==> src/rtl/song_nav_controller.sv <==
// Three-button song navigator: per-button debounce/auto-repeat FSMs feed a
// registered song index, pause flag and one-cycle song-change pulse.
module song_nav_controller #(
  parameter int unsigned N_SONGS      = 4,
  parameter int unsigned SONG_W       = 2,
  parameter logic [24:0] GAP          = 25'd1_000_000,
  parameter logic [24:0] REPEAT_DELAY = 25'd20_000_000,
  parameter logic [24:0] REPEAT_RATE  = 25'd5_000_000,
  parameter bit          WRAP         = 1'b1,
  parameter logic [2:0]  PLAY_MODE    = 3'b011
) (
  input  logic              clk,
  input  logic              rst_n,
  input  logic [2:0]        mode,
  input  logic [2:0]        button,
  output logic              pause,
  output logic [SONG_W-1:0] song_num,
  output logic              song_changed
);

  typedef enum logic [1:0] {IDLE, DEBOUNCE, HELD, REPEAT} btn_state_t;

  localparam logic [24:0]       RATE_LAST = REPEAT_RATE - 25'd1;
  localparam logic [SONG_W-1:0] LAST_SONG = SONG_W'(N_SONGS - 1);

  logic              active;
  logic [2:0]        btn_event;
  logic [SONG_W-1:0] song_q, song_d;
  logic              pause_q, pause_d;
  logic              changed_q, changed_d;
  logic              step_up, step_dn;

  assign active = (mode == PLAY_MODE);

  generate
    for (genvar gi = 0; gi < 3; gi++) begin : g_btn
      // The pause button (index 1) fires once per press and never repeats.
      localparam bit CAN_REPEAT = (gi != 1);

      btn_state_t  state_q;
      logic [24:0] cnt_q;
      logic        ev;

      always_comb begin
        ev = 1'b0;
        if (active && button[gi]) begin
          case (state_q)
            DEBOUNCE: ev = (cnt_q == GAP);
            HELD:     ev = CAN_REPEAT && (cnt_q == REPEAT_DELAY);
            REPEAT:   ev = CAN_REPEAT && (cnt_q == RATE_LAST);
            default:  ev = 1'b0;
          endcase
        end
      end

      assign btn_event[gi] = ev;

      always_ff @(posedge clk) begin
        if (!rst_n || !active || !button[gi]) begin
          state_q <= IDLE;
          cnt_q   <= '0;
        end else begin
          case (state_q)
            IDLE: begin
              state_q <= DEBOUNCE;
              cnt_q   <= 25'd1;
            end
            DEBOUNCE: begin
              if (cnt_q >= GAP) begin
                state_q <= HELD;
                cnt_q   <= '0;
              end else begin
                cnt_q <= cnt_q + 25'd1;
              end
            end
            HELD: begin
              if (!CAN_REPEAT) begin
                cnt_q <= '0;
              end else if (cnt_q >= REPEAT_DELAY) begin
                state_q <= REPEAT;
                cnt_q   <= '0;
              end else begin
                cnt_q <= cnt_q + 25'd1;
              end
            end
            REPEAT: begin
              if (cnt_q >= RATE_LAST) cnt_q <= '0;
              else                    cnt_q <= cnt_q + 25'd1;
            end
            default: begin
              state_q <= IDLE;
              cnt_q   <= '0;
            end
          endcase
        end
      end
    end
  endgenerate

  // Simultaneous previous and next cancel; a real index change overrides pause.
  always_comb begin
    song_d    = song_q;
    pause_d   = pause_q;
    changed_d = 1'b0;
    step_up   = btn_event[2] && !btn_event[0];
    step_dn   = btn_event[0] && !btn_event[2];
    if (step_up) begin
      if (song_q >= LAST_SONG) song_d = WRAP ? '0 : LAST_SONG;
      else                     song_d = song_q + SONG_W'(1);
    end else if (step_dn) begin
      if (song_q == '0)        song_d = WRAP ? LAST_SONG : '0;
      else                     song_d = song_q - SONG_W'(1);
    end
    if (song_d != song_q) begin
      changed_d = 1'b1;
      pause_d   = 1'b0;
    end else if (btn_event[1]) begin
      pause_d = !pause_q;
    end
  end

  always_ff @(posedge clk) begin
    if (!rst_n || !active) begin
      song_q    <= '0;
      pause_q   <= 1'b0;
      changed_q <= 1'b0;
    end else begin
      song_q    <= song_d;
      pause_q   <= pause_d;
      changed_q <= changed_d;
    end
  end

  assign song_num     = song_q;
  assign pause        = pause_q;
  assign song_changed = changed_q;

endmodule
==> config.mk <==
export PLATFORM = sky130hd
export DESIGN_NAME = song_nav_controller
export DESIGN_NICKNAME = d
export VERILOG_FILES = /design/src/rtl/song_nav_controller.sv
export SDC_FILE = /design/constraint.sdc
export NUM_CORES = 1
export LEC_CHECK = 0
export CORE_MARGIN = 10
export CORE_UTILIZATION = 69
export CTS_CLUSTER_SIZE = 25
export DETAILED_ROUTE_END_ITERATION = 8
export DONT_BUFFER_PORTS = 1
export GPL_ROUTABILITY_DRIVEN = 0
export PLACE_DENSITY = 0.84
export SETUP_SLACK_MARGIN = 0.2
export SKIP_CTS_REPAIR_TIMING = 1
export SYNTH_ARGS = -nofsm -noshare
export SYNTH_HDL_FRONTEND = slang
export SYNTH_SLANG_ARGS = --single-unit
==> constraint.sdc <==
create_clock -name clk -period 4.75 [get_ports clk]
set_input_delay 0.95 -clock clk [delete_from_list [all_inputs] [get_ports clk]]
set_output_delay 0.95 -clock clk [all_outputs]
set_load 0.005 [all_outputs]
=== After elaboration in Yosys (flattened, before gate mapping) ===
Cells that the tools add are included.

* Register bits after elaboration: 85
* Latch bits: 0
* Memory bits (writable): 0
* ROM bits: 0
* Bits of input ports: 8
* Output and inout port bits: 4
* Logic and storage cells: 104
* Memories kept: 0

* Add/sub/neg operators: 5
* $mul: 0
* Div/mod/pow operators: 0
* Order comparisons: 9
* Equal/unequal tests: 23
* Shift operators: 0
* Multiplexer cells: 30
* Bitwise operators: 0
* Reduce and logical (&&, ||, !) cells: 28

{| class="wikitable"
|+ Operator list
! cell !! count
|-
| 25-bit case mux with 4 select lines || 3
|-
| 25-bit 2-to-1 mux || 8
|-
| 25-bit by 1-bit adder with 25-bit output (second input constant) || 3
|-
| 25-bit by 20-bit == test with 1-bit output (second input constant) || 3
|-
| 25-bit by 20-bit >= comparator with 1-bit output (second input constant) || 3
|-
| 25-bit by 23-bit >= comparator with 1-bit output (second input constant) || 3
|-
| 25-bit by 23-bit == test with 1-bit output (second input constant) || 2
|-
| 25-bit == test (second input constant) || 2
|-
| 25-bit >= comparator (second input constant) || 2
|-
| 2-bit 2-to-1 mux || 9
|-
| 2-bit == test (second input constant) || 6
|-
| 2-bit case mux with 3 select lines || 2
|-
| 2-bit inequality test (second input constant) || 5
|-
| 1-bit logical NOT || 8
|-
| 2-bit logical NOT || 4
|-
| 2-bit by 1-bit == test with 1-bit output (second input constant) || 3
|-
| 1-bit case mux with 3 select lines || 2
|-
| 3-bit AND reduction || 2
|-
| 3-bit nonzero test || 2
|-
| 1-bit logical AND || 5
|-
| 1-bit 2-to-1 mux || 5
|-
| 1-bit logical OR || 4
|-
| 2-bit case mux with 2 select lines || 1
|-
| 3-bit by 2-bit == test with 1-bit output (second input constant) || 1
|-
| other kinds (7) || 7
|}

=== Logic depth before layout (Yosys ltp) ===
Gate-level depths: netlist of run 1.

* Word-level depth: 9
* Gate-level depth with buffers: 11
* Gate-level depth less buffers: 9

=== Worst setup path after synthesis of run 1 ===
OpenSTA, ideal clock, no wires.

* Kind: input -> register
* Start: input mode[1]
* End: register g_btn[0].cnt_q[6]
* Setup time: 0.064 ns
* Arrival: 2.290 ns
* Data required time: 4.686 ns
* Slack: 2.396 ns
* Cell stages on the path: 9
* Path buffers: 3
* Cells stage by stage: nand2_1 > nor2_1 > and2_1 > clkbuf_1 > nand2_1 > or3_1 > buf_2 > buf_6 > nor2_1

* Longest elaborated chain between the ends: 4

{| class="wikitable"
|+ Ends and longest elaborated chain
! element !! line !! RTL
|-
| start, declared || 14 || <nowiki>input logic [2:0] mode,</nowiki>
|-
| 3-bit by 2-bit == test with 1-bit output || 33 || <nowiki>assign active = (mode == PLAY_MODE);</nowiki>
|-
| 1-bit logical NOT || 59 || <nowiki>if (!rst_n || !active || !button[gi]) begin</nowiki>
|-
| 1-bit logical OR (2 in series) || 59 ||
|-
| end signal, assigned || 73 || <nowiki>cnt_q <= cnt_q + 25'd1;</nowiki>
|-
| end signal, assigned || 83 || <nowiki>cnt_q <= cnt_q + 25'd1;</nowiki>
|-
| end signal, assigned || 88 || <nowiki>else cnt_q <= cnt_q + 25'd1;</nowiki>
|-
| end, declared || 41 || <nowiki>logic [24:0] cnt_q;</nowiki>
|}

Every way passes these cells.
A chain may end at the register's enable or synchronous reset.

=== Worst setup path in the final report of run 1 ===
* Start: register g_btn[0].cnt_q[24]
* End: register g_btn[0].cnt_q[24]

* Longest elaborated chain between the ends: 3
* Elaborated cells on any way between the ends: 8
* Those cells by class: add/sub (1); order compare (3); mux (4)

{| class="wikitable"
|+ Ends and longest elaborated chain
! element !! line !! RTL
|-
| 25-bit by 1-bit adder with 25-bit output, or another cell as far along || 73, 83, 88 ||
|-
| 25-bit 2-to-1 mux (on tied branches) || 87, 69, 79 ||
|-
| 25-bit case mux with 4 select lines (*) || 63 || <nowiki>case (state_q)</nowiki>
|}

Mark *: on every way between the ends. The rest lies on a longest branch, timed or not.

==> reports/metrics.cfg, run 1 <==
[finish]
fillCellCount=569
antenna_cells=0
drive_gt1_frac=0.0828
utilization=0.728
fin_cells=703
nets=627
syn2layout_area_growth_pct=3.98
final_area_um2=5230

[sta]
timing.slew.headroom=0.434
min_period_ns=2.74
fin_skew_ns=0.00742
worst_slew_pin_slew_ns=0.849
slew_violations=0
setup_viol=0
min_period_over_period=0.578
whs_ns=0.548
hold_violations=0
fmax_mhz=364
final.setup.worst_slack_ns=2.01
rsz0062_at_grt=no
fin_tns_setup_ns=0

[worst_hold_path]
min_path_type=reg -> reg

[routing]
drc=0
dr.pass1.iters=5
avgViaCountPerCell=6.13
vias=4311
wirelength_mm=10.8
drtAntennaViolNets=0
wire_per_inst_um=15.3
drtIter0Drc=174

[logic_synthesis]
ys.flop_type=dfxtp_1
synth.cell_area_um2=5020
yosysMostFrequentCell=nor2_1
synth_seq_cells=85
ys_types=63
synth_adder_area_share=0.0498
synth_warnings=0
synth.area.mux_share=0.00623
async_flop_share=0
synth-edff-count=0
synth_commonest_cells=nor2_1 (93), dfxtp_1 (85), nand2_1 (50)
seq_area_frac_synth=0.339
synthCells=620
synth_top_family_by_area=simple AND/OR/NAND/NOR gates
syn_area_per_cell_um2=8.10
yosys.area.top_type=dfxtp_1
synth_top_area_share=0.339
synthSimpleGateAreaFrac=0.340
synthTopCellsByArea=dfxtp_1 (34%), xor2_1 (7.3%), nor2_1 (6.9%)
yosys.area_share.xor_xnor=0.113
synth_compound_area_frac=0.0966

[grt]
grt_pass1_wl_mm=18.6
grt-ovfl-total=0
grtUsageTotal=0.195
grt_max_degree=25
antenna_found_initial=0
grt_pass1_vias=4039

[run]
cap_violations=0

[pwr]
irDropWorstVdd_mv=0.153
finalPower_mw=1.35
leakage_nw=1.74
p_per_area_nw_per_um2=258

[placed_design]
dpl_cell_area_um2=4980
portBuffers=0
dp_cells=687
pre_cts_slack_ns=2.04
dp_hpwl_mm=7.77

[setup_path]
critPathMostFrequentCell=or3_1
crit_path_max_incr_delay_ns=0.71
worst-path-max-fanout=24
endpoint_kind=flip-flop
cp.arrival_ns=2.95
crit_family=simple AND/OR/NAND/NOR gates
crit_slowest_cell=or3_1
startpoint_type=flip-flop
required_ns=4.96
path_cells=nor3b_1 -> nand4_1 -> or3_1 -> a41oi_1 -> or3_1 -> nor2_1
timing.critical_path.buf_inv=0
critPathKind=reg -> reg

[clocking]
cts_buffers=9
path_clk_slew_ns=0.08
cts_sinks=85
clkLatencyLatePin_ns=0.36
h-tree-depth=3
cts.path.max_buffers=2
cts_root_buffer=clkbuf_8
cts_tree=yes

[floorplan]
rows=31
die_h_um=105
core_area_um2=7180
start_util=0.700
die-area_um2=11100
die_x_um=105
pin_count=12

[run_status]
status=completed

-- final timing paths --
check	startpoint	end	slack, ns	cells after the start
min reg2reg	g_btn[1].cnt_q[19]$_SDFF_PP0_	g_btn[1].cnt_q[19]$_SDFF_PP0_	0.55	2
max	g_btn[0].cnt_q[24]$_SDFF_PP0_	g_btn[0].cnt_q[24]$_SDFF_PP0_	2.01	6
min	g_btn[1].cnt_q[19]$_SDFF_PP0_	g_btn[1].cnt_q[19]$_SDFF_PP0_	0.55	2
max reg2reg	g_btn[0].cnt_q[24]$_SDFF_PP0_	g_btn[0].cnt_q[24]$_SDFF_PP0_	2.01	6
-- report_power, final --
part | internal (mW) | switching [mW]
Clock | 0.366 | 0.258
Combinational | 0.00391 | 0.00658
Sequential | 0.714 | 0.00197
-- worst min-delay path, cell delays in order, from the launching register on --
cell and delay, ns:
dfxtp_1 0.37, xor2_1 0.08, nor2_1 0.07
-- flip-flops by register name, indices dropped and copies added (netlist names) --
name / cells
pause: 1
song_num: 2
g_btn.state_q: 6
g_btn.cnt_q: 75
song_changed: 1
-- logic make-up (layout without fill, tap and decap cells) --
logic type | Yosys count | count (layout)
compound gates | 66 | 66
xor+xnor | 65 | 65
fa+ha+maj | 20 | 20
buf+inv | 58 | 41
flops | 85 | 85
mux | 3 | 3
other cells | 1 | 2
simple gates | 322 | 322
-- layer usage --
metal | wire length, um | vias up | track usage
li1 | - | 2127 | -
met1 | 4550 | 2022 | 0.225
met2 | 5350 | 135 | 0.341
met3 | 602 | 27 | 0.0499
met4 | 245 | 0 | 0.0647
met5 | 0 | - | 0
-- layout by cell type, fill, tap and decap left out, types with 7 or more instances in the layout --
cell type / Yosys / final
nand2_1: 50 / 50
and3_1: 17 / 17
dfxtp_1: 85 / 85
nand4_1: 22 / 22
nor4_1: 15 / 15
nand3_1: 38 / 38
nor2_1: 93 / 93
nor2_2: 20 / 20
o21ai_0: 9 / 9
nor4bb_1: 7 / 7
nor4b_1: 7 / 7
ha_1: 20 / 20
xor2_1: 42 / 42
clkbuf_8: 0 / 10
nor3_1: 14 / 14
inv_1: 24 / 24
a21oi_1: 7 / 7
xnor2_1: 23 / 23
-- layout make-up --
type / count / area [um2] / share of cell area
Multi-Input combinational cell: 478 / 3050 / 0.585
Sequential cell: 85 / 1700 / 0.326
Clock buffer: 11 / 141 / 0.0271
Tap cell: 99 / 124 / 0.0237
Clock inverter: 5 / 106 / 0.0204
Inverter: 24 / 90.1 / 0.0172
Timing Repair Buffer: 1 / 7.51 / 0.00144
No activity file was read; power rests on OpenSTA's default activity.
==> run 2: changes to the inputs <==
- CORE_UTILIZATION: 69 -> 58
- PLACE_DENSITY: 0.84 -> 0.75
- clock period: 4.75 -> 2.5 ns (I/O delays scaled with it)
==> run 2 against run 1 <==
Net effect:
- critical path type unchanged
- critical path depth increased by 1
- highest routed layer unchanged
- worst setup slack got worse by 1.8 ns
- largest cell class unchanged
- clock skew increased by 0.0077 ns
- fmax increased by 20%
==> reports/metrics.cfg, run 2 (same netlist as run 1, synthesis figures left out) <==
[pwr]
clkPwrFrac=0.456  ; -0.006
switchingPower_mw=0.512  ; +92%
combinationalPowerShare=0.008  ; about the same
leakage_nw=1.83  ; +5.6%
irDropWorstVdd_mv=0.378  ; +150%
pwr-share-seq=0.535  ; +0.005
finalPower_mw=2.54  ; +88%
p_int_mw=2.03  ; +87%
sw_frac_of_total=0.201  ; +0.00402
p_per_area_nw_per_um2=464  ; +80%

[grt]
grt_max_degree=23  ; -8.0%
antenna_found_initial=0  ; unchanged
grt-ovfl-total=0  ; unchanged
grtUsageTotal=0.169  ; -0.0251
grt_pass1_wl_mm=18.7  ; +0.93%
grt_pass1_vias=3960  ; -2.0%

[routing]
drtAntennaViolNets=0  ; unchanged
drtIter0Drc=265  ; +52%
wirelength_mm=11.2  ; +3.7%
dr.pass1.iters=5  ; unchanged
avgViaCountPerCell=5.96  ; -2.8%
drc=0  ; unchanged
wire_per_inst_um=15.5  ; +1.6%
vias=4281  ; -0.70%

[placed_design]
dp_hpwl_mm=8.01  ; +3.1%
portBuffers=0  ; unchanged
dpl_cell_area_um2=5030  ; +1.1%

[clocking]
cts_sinks=85  ; unchanged
cts_root_buffer=clkbuf_8
path_clk_slew_ns=0.09  ; about the same
cts.path.max_buffers=2  ; unchanged
h-tree-depth=3  ; unchanged
cts_buffers=9  ; unchanged
clkLatencyLatePin_ns=0.36  ; about the same
cts_tree=yes

[floorplan]
die_h_um=113  ; +7.3%
start_util=0.602  ; -0.0978
pin_count=12  ; unchanged
die-area_um2=12800  ; +15%
die_x_um=113  ; +7.3%
core_area_um2=8340  ; +16%
rows=33  ; +6.5%

[run_status]
status=completed

[finish]
largest_register_ffs=75  ; unchanged
drive_gt1_frac=0.147  ; +0.0640
utilization=0.656  ; -0.0721
antenna_cells=0  ; unchanged
nets=636  ; +1.4%
largest-register=g_btn.cnt_q
final_cell_mix=nor2_1 (93), dfxtp_1 (75), nand2_1 (49), xor2_1 (42), nand3_1 (38)
final_common_cell=nor2_1
final_area_um2=5470  ; +4.7%
syn2layout_area_growth_pct=8.89

[sta]
timing.slew.headroom=0.656  ; +0.222
fin_tns_setup_ns=0  ; unchanged
setup_viol=0  ; unchanged
slew_violations=0  ; unchanged
fmax_mhz=439  ; +20%
fin_skew_ns=0.0152  ; +0.00775 ns
worst_slew_pin_slew_ns=0.514  ; -0.335 ns
hold_violations=0  ; unchanged
min_period_ns=2.28  ; -0.465 ns
min_period_over_period=0.912  ; +0.334
rsz0062_at_grt=yes

[worst_hold_path]
min_path_type=in -> reg
hp-start=button[0]

[setup_path]
crit_family=simple AND/OR/NAND/NOR gates
critPathKind=reg -> reg
crit_path_max_incr_delay_ns=0.45  ; -0.26 ns
cp.arrival_ns=2.54  ; -0.41 ns
crit_start=g_btn[0].cnt_q[8]$_SDFF_PP0_
endpoint_kind=flip-flop
startpoint_type=flip-flop
path_cells=nor4bb_1 -> nand4_1 -> o32ai_2 -> o21ai_1 -> nor3_2 -> mux2i_1 -> nand2_1
required_ns=2.76  ; -2.20 ns
worst-path-max-fanout=11  ; -54%
timing.rr.start=g_btn[0].cnt_q[8]$_SDFF_PP0_
timing.critical_path.buf_inv=0  ; unchanged
crit_slowest_cell=dfxtp_2

[run]
cap_violations=0  ; unchanged

-- run 2: cell count changes in the layout (fill, tap and decap cells not counted), moves of 3 or more --
| cell | delta |
|---|---|
| dfxtp_2 | +10 |
| dfxtp_1 | -10 |
| nor4_2 | +3 |
| nor4_1 | -5 |
| nor3_1 | -3 |
| buf_4 | +9 |
| nor3_2 | +3 |
| nor4b_1 | -3 |
-- run 2: layout make-up --
class,count,area [um2]
sequential,85,1710
multi-input combinational,478,3220
clock inverter,6,111
clock buffer,10,128
fill,720,2870
timing repair buffer,10,75.1
inverter,24,90.1
tap,105,131
-- run 2: final timing paths --
| kind | cells past startpoint | endpoint | slack [ns] |
|---|---|---|---|
| min reg2reg | 2 | g_btn[0].state_q[0]$_SDFFE_PP0P_ | 0.54 |
| min | 2 | g_btn[0].cnt_q[0]$_SDFF_PP0_ | 0.27 |
| max reg2reg | 7 | song_num[1]$_SDFF_PP0_ | 0.22 |
| max | 7 | song_num[1]$_SDFF_PP0_ | 0.22 |
-- run 2: per-layer routing --
metal / up-vias / share of wire / track usage
li1: 2135 / - / -
met1: 2033 / 0.44 / 0.206
met2: 96 / 0.50 / 0.288
met3: 17 / 0.047 / 0.0433
met4: 0 / 0.017 / 0.0465
met5: - / 0 / 0
-- run 2: metrics by stage --
stage / std cells / setup slack (ns) / hold WS (ns)
floorplan: 621 / 0.446 / 0.487
global placement: 699 / 0.266 / 0.508
detailed placement: 699 / 0.222 / 0.522
CTS: 715 / 0.192 / 0.257
global route: 718 / 0.0898 / 0.260
finish: 718 / 0.221 / 0.273
-- run 2: power groups by stage --
stage | Clock, mW | Combinational, mW | Sequential (mW)
2_1_floorplan | 0 | 0.0157 | 1.39
3_3_place_gp | 0 | 0.0189 | 1.39
3_5_place_dp | 0 | 0.0198 | 1.39
4_1_cts | 1.19 | 0.0199 | 1.36
5_1_grt | 1.24 | 0.0244 | 1.36
6_report | 1.16 | 0.0214 | 1.36
